[src/rtl/alu_uart_sequencer.sv]
// Frame sequencer between a UART and an external ALU: collects operand A, operand B
// and an opcode byte, latches the ALU result and hands it to the transmitter.
module alu_uart_sequencer #(
    parameter int unsigned NB_DATA        = 8,
    parameter int unsigned NB_OPCODE      = 6,
    parameter int unsigned TIMEOUT_CYCLES = 1000000,
    parameter int unsigned NB_TIMER       = 20
) (
    input  logic                 clock,
    input  logic                 reset,
    input  logic [NB_DATA-1:0]   rx_data,
    input  logic                 rx_valid,
    input  logic [NB_DATA-1:0]   alu_result,
    input  logic                 tx_done,
    output logic [NB_DATA-1:0]   dato_a,
    output logic [NB_DATA-1:0]   dato_b,
    output logic [NB_OPCODE-1:0] opcode,
    output logic [NB_DATA-1:0]   tx_data,
    output logic                 tx_start,
    output logic                 busy,
    output logic                 timeout_err,
    output logic                 overrun_err
);

    localparam logic [NB_TIMER-1:0] TIMER_LAST = NB_TIMER'(TIMEOUT_CYCLES - 1);
    localparam logic [NB_TIMER-1:0] TIMER_ONE  = NB_TIMER'(1);

    typedef enum logic [2:0] {
        GET_A   = 3'd0,
        GET_B   = 3'd1,
        GET_OP  = 3'd2,
        EXEC    = 3'd3,
        SEND    = 3'd4,
        WAIT_TX = 3'd5
    } state_e;

    state_e               state_q, state_d;
    logic [NB_DATA-1:0]   dato_a_q, dato_a_d;
    logic [NB_DATA-1:0]   dato_b_q, dato_b_d;
    logic [NB_OPCODE-1:0] opcode_q, opcode_d;
    logic [NB_DATA-1:0]   tx_data_q, tx_data_d;
    logic [NB_TIMER-1:0]  timer_q, timer_d;
    logic                 tx_start_q, tx_start_d;
    logic                 busy_q, busy_d;
    logic                 timeout_err_q, timeout_err_d;
    logic                 overrun_err_q, overrun_err_d;

    // Next-state, datapath and registered-output logic
    always_comb begin
        state_d       = state_q;
        dato_a_d      = dato_a_q;
        dato_b_d      = dato_b_q;
        opcode_d      = opcode_q;
        tx_data_d     = tx_data_q;
        timer_d       = '0;
        timeout_err_d = 1'b0;
        overrun_err_d = overrun_err_q;

        case (state_q)
            GET_A: begin
                if (rx_valid) begin
                    dato_a_d = rx_data;
                    state_d  = GET_B;
                end
            end
            GET_B: begin
                if (rx_valid) begin
                    dato_b_d = rx_data;
                    state_d  = GET_OP;
                end else if (timer_q == TIMER_LAST) begin
                    timeout_err_d = 1'b1;
                    state_d       = GET_A;
                end else begin
                    timer_d = timer_q + TIMER_ONE;
                end
            end
            GET_OP: begin
                if (rx_valid) begin
                    opcode_d = rx_data[NB_OPCODE-1:0];
                    state_d  = EXEC;
                end else if (timer_q == TIMER_LAST) begin
                    timeout_err_d = 1'b1;
                    state_d       = GET_A;
                end else begin
                    timer_d = timer_q + TIMER_ONE;
                end
            end
            EXEC: begin
                tx_data_d = alu_result;
                state_d   = SEND;
            end
            SEND: begin
                state_d = WAIT_TX;
            end
            WAIT_TX: begin
                if (tx_done) begin
                    state_d = GET_A;
                end
            end
            default: begin
                state_d = GET_A;
            end
        endcase

        // Bytes arriving while a result is in flight are dropped but remembered
        if (rx_valid && (state_q == EXEC || state_q == SEND || state_q == WAIT_TX)) begin
            overrun_err_d = 1'b1;
        end

        tx_start_d = (state_d == SEND);
        busy_d     = (state_d == EXEC) || (state_d == SEND) || (state_d == WAIT_TX);
    end

    always_ff @(posedge clock) begin
        if (reset) begin
            state_q       <= GET_A;
            dato_a_q      <= '0;
            dato_b_q      <= '0;
            opcode_q      <= '0;
            tx_data_q     <= '0;
            timer_q       <= '0;
            tx_start_q    <= 1'b0;
            busy_q        <= 1'b0;
            timeout_err_q <= 1'b0;
            overrun_err_q <= 1'b0;
        end else begin
            state_q       <= state_d;
            dato_a_q      <= dato_a_d;
            dato_b_q      <= dato_b_d;
            opcode_q      <= opcode_d;
            tx_data_q     <= tx_data_d;
            timer_q       <= timer_d;
            tx_start_q    <= tx_start_d;
            busy_q        <= busy_d;
            timeout_err_q <= timeout_err_d;
            overrun_err_q <= overrun_err_d;
        end
    end

    assign dato_a      = dato_a_q;
    assign dato_b      = dato_b_q;
    assign opcode      = opcode_q;
    assign tx_data     = tx_data_q;
    assign tx_start    = tx_start_q;
    assign busy        = busy_q;
    assign timeout_err = timeout_err_q;
    assign overrun_err = overrun_err_q;

endmodule

[config.mk]
export PLATFORM = sky130hd
export DESIGN_NAME = alu_uart_sequencer
export DESIGN_NICKNAME = d
export VERILOG_FILES = /design/src/rtl/alu_uart_sequencer.sv
export SDC_FILE = /design/constraint.sdc
export NUM_CORES = 1
export LEC_CHECK = 0
export ABC_CLOCK_PERIOD_IN_PS = 2400
export CORE_MARGIN = 2
export CORE_UTILIZATION = 49
export DETAILED_ROUTE_END_ITERATION = 7
export PLACE_DENSITY = 0.76
export SLEW_MARGIN = 20
export SYNTH_ARGS = -nofsm -noshare
export SYNTH_HDL_FRONTEND = slang
export SYNTH_SLANG_ARGS = --single-unit
[constraint.sdc]
create_clock -name clock -period 2.4 [get_ports clock]
set_input_delay 0.48 -clock clock [delete_from_list [all_inputs] [get_ports clock]]
set_output_delay 0.48 -clock clock [all_outputs]
set_load 0.01 [all_outputs]
==> flow_metrics.py <==
metrics = {
    "status": {
        "status": "complete, no violations",
    },
    "die": {
        "io_pins": 54,
        "core_um2": 4410,
        "dieArea_um2": 5180,
        "start_util": 0.512,
        "die_y_um": 71.9,
        "fp.dieW_um": 71.9,
        "rows": 24,
    },
    "clocking": {
        "cts_buffer_depth": 2,
        "cts_max_level": 3,
        "clk_pin_slew_worst_paths_ns": 0.06,
        "cts-buffers-inserted": 9,
        "ctsHoldBuffers": 0,
        "clk_latency_ns": 0.33,
        "cts_tree": "built",
        "post_cts_resized": 0,
        "cts.sinks": 57,
        "clock-root-buffer": "clkbuf_8",
        "post_cts_buffers": 0,
    },
    "routing": {
        "drc_errors": 0,
        "vias_per_cell": 5.20,
        "wire_per_inst_um": 13.6,
        "dr_total_vias": 1847,
        "ant_nets": 0,
        "first_pass_iters": 4,
        "routed_wl_mm": 4.83,
        "drt_iter0_drc": 106,
    },
    "sta": {
        "slew_headroom": 0.583,
        "hold_viol": 0,
        "layout_min_cycle_time_ns": 1.96,
        "slew_violations": 0,
        "rsz0062_at_grt": "no",
        "max_freq_ghz": 0.510,
        "setup_viol": 0,
        "fin_setup_tns_ns": 0,
        "layout_setup_ws_ns": 0.439,
        "tightest_slew_ns": 0.623,
        "period_share": 0.817,
        "fin_worst_skew_ns": 0.00466,
    },
    "synth": {
        "synthXorXnorAreaFrac": 0.0503,
        "synth_area_leader_cell": "dfxtp_1",
        "ys_seq_area_frac": 0.504,
        "synth_seq_cells": 57,
        "netlist.area_leader.share": 0.504,
        "yosys-top-cells-area": "dfxtp_1, mux2i_1, nor2_1, xor2_1, a21oi_1",
        "syn_area_um2": 2260,
        "syn_nets": 265,
        "synth.avg_cell_area_um2": 9.27,
        "post_synth_num_cell_types": 38,
        "synth_top_family_by_area": "simple AND/OR/NAND/NOR gates",
        "async_reset_ff_frac": 0,
        "synth_edf_count": 0,
        "ys_warn_count": 0,
        "syn_inst": 244,
        "synth_fa_ha_area_frac": 0.00553,
        "synthSimpleGateAreaFrac": 0.230,
        "muxShareOfSynthArea": 0.0973,
        "synth_compound_area_frac": 0.0736,
        "synth_top_flop_cell": "dfxtp_1",
    },
    "worst_setup_path": {
        "arrival_ns": 2.18,
        "rr_worst_depth": 5,
        "reg2reg_slack_ns": 0.44,
        "r2r-end": "timer_q[5]",
        "cp-end-kind": "flop",
        "timing.rr.start": "timer_q[6]",
        "critPathLaunchType": "flop",
        "path_max_fanout": 20,
        "required_ns": 2.62,
        "path_class": "flop to flop",
    },
    "cells_and_area": {
        "areaGrowthSynthToFinish_pct": 35.8,
        "final_nets": 319,
        "drive_gt1_frac": 0.0891,
        "post-route-util": 0.696,
        "diodes": 0,
    },
    "flow_run": {
        "max_cap_viol_count": 0,
    },
    "placed_design": {
        "gp_congestion": 0.739,
        "hpwl_mm": 3.34,
        "pre_cts_ws_ns": 0.349,
        "port_buffers": 53,
    },
    "power_and_ir_drop": {
        "p_leak_uw": 0.00113,
        "irDropWorstVdd_uv": 516,
        "power-per-cell-area_nw_per_um2": 732,
    },
    "grt": {
        "grt_max_degree": 37,
        "overflow": 0,
        "track_usage": 0.205,
        "grt_pass1_wl_mm": 8.09,
        "antenna_found_initial": 0,
        "first_global_vias": 1716,
    },
    "hold_path": {
        "holdPathStages": 2,
        "hold_path_startpoint": "dato_a[3]",
        "hold_end": "dato_a[3]",
        "hold_class": "flop to flop",
    },
}
[registers in the layout, summed over array words and instances, names as in the netlist]
signal and count:
busy 1, dato_a 8, dato_b 8, opcode 6
overrun_err 1, state_q 3, timeout_err 1, timer_q 20
tx_data 8, tx_start 1
[worst max path at each step]
stage | to | cells past startpoint | from
detailed placement | opcode[1] | 5 | rx_valid
global route | timer_q[2] | 5 | timer_q[6]
CTS | timer_q[7] | 5 | timer_q[6]
floorplan | timer_q[17] | 5 | timer_q[6]
global placement | opcode[4] | 5 | rx_valid
finish | timer_q[5] | 5 | timer_q[6]
[cell families after synthesis]
| logic type | after synthesis |
|---|---|
| multiplexers | 22 |
| buffers and inverters | 19 |
| flip-flops | 57 |
| AND/OR/NAND/NOR | 102 |
| XOR/XNOR | 13 |
| AO/OA/AOI/OAI | 30 |
| adder cells (fa/ha/maj) | 1 |
[placed cells by master (no fill, tap or decap), types with 2 or more instances in the layout]
master,count
a21oi_1,17
and2_1,3
and4_1,3
buf_4,5
bufinv_16,3
clkbuf_8,10
clkdlybuf4s50_1,53
clkinv_2,3
dfxtp_1,57
inv_1,4
mux2i_1,22
nand2_1,22
nand3_1,5
nand3b_1,2
nand4_1,5
nand4b_1,2
nor2_1,41
o21ai_0,7
o31ai_1,2
or3_1,4
or4_1,3
xnor2_1,2
xor2_1,11
[final cells by class]
type / instances / area, um^2
Tap cell: 52 / 65.1
Sequential cell: 57 / 1140
Clock buffer: 10 / 138
Timing Repair Buffer: 58 / 568
Clock inverter: 6 / 105
Inverter: 4 / 15.0
Multi-Input combinational cell: 168 / 1040
Fill cell: 377 / 1340
[per-stage QoR]
stage | cells | total power, uW | hold WS, ns | area [um^2]
after floorplan | 244 | 1090 | 0.426 | 2260
after global placement | 339 | 1180 | 0.442 | 2830
after detailed placement | 339 | 1190 | 0.447 | 2830
after CTS | 355 | 2270 | 0.456 | 3070
after global routing | 355 | 2330 | 0.479 | 3070
final | 355 | 2250 | 0.453 | 3070
[cell usage after synthesis (3+ instances only)]
| library cell | instances |
|---|---|
| dfxtp_1 | 57 |
| nor2_1 | 41 |
| mux2i_1 | 22 |
| nand2_1 | 22 |
| a21oi_1 | 17 |
| clkbuf_1 | 12 |
| xor2_1 | 11 |
| o21ai_0 | 7 |
| nand3_1 | 5 |
| nand4_1 | 5 |
| inv_1 | 4 |
| or3_1 | 4 |
| and2_1 | 3 |
| and4_1 | 3 |
| or4_1 | 3 |
[power breakdown]
group / internal, uW / switching, uW / leakage [uW]
logic: 97.7 / 78.5 / 0.000547
registers: 971 / 18.6 / 0.000461
clock network: 712 / 371 / 0.000126
total: 1780 / 468 / 0.00113
[per-layer routing]
layer,vias up,global-route usage,share of wire
met5,-,0,0
met4,0,0.113,0.019
met3,9,0.0597,0.053
met2,38,0.316,0.46
met1,851,0.258,0.46
li1,949,-,-
[worst max-delay path: stages, from the launching register on]
cell and delay (ns):
dfxtp_1 0.35, or4_1 0.52, or4_4 0.52, o21ai_2 0.13
buf_4 0.25, nor2_1 0.08
No activity file was read; power rests on OpenSTA's default activity.
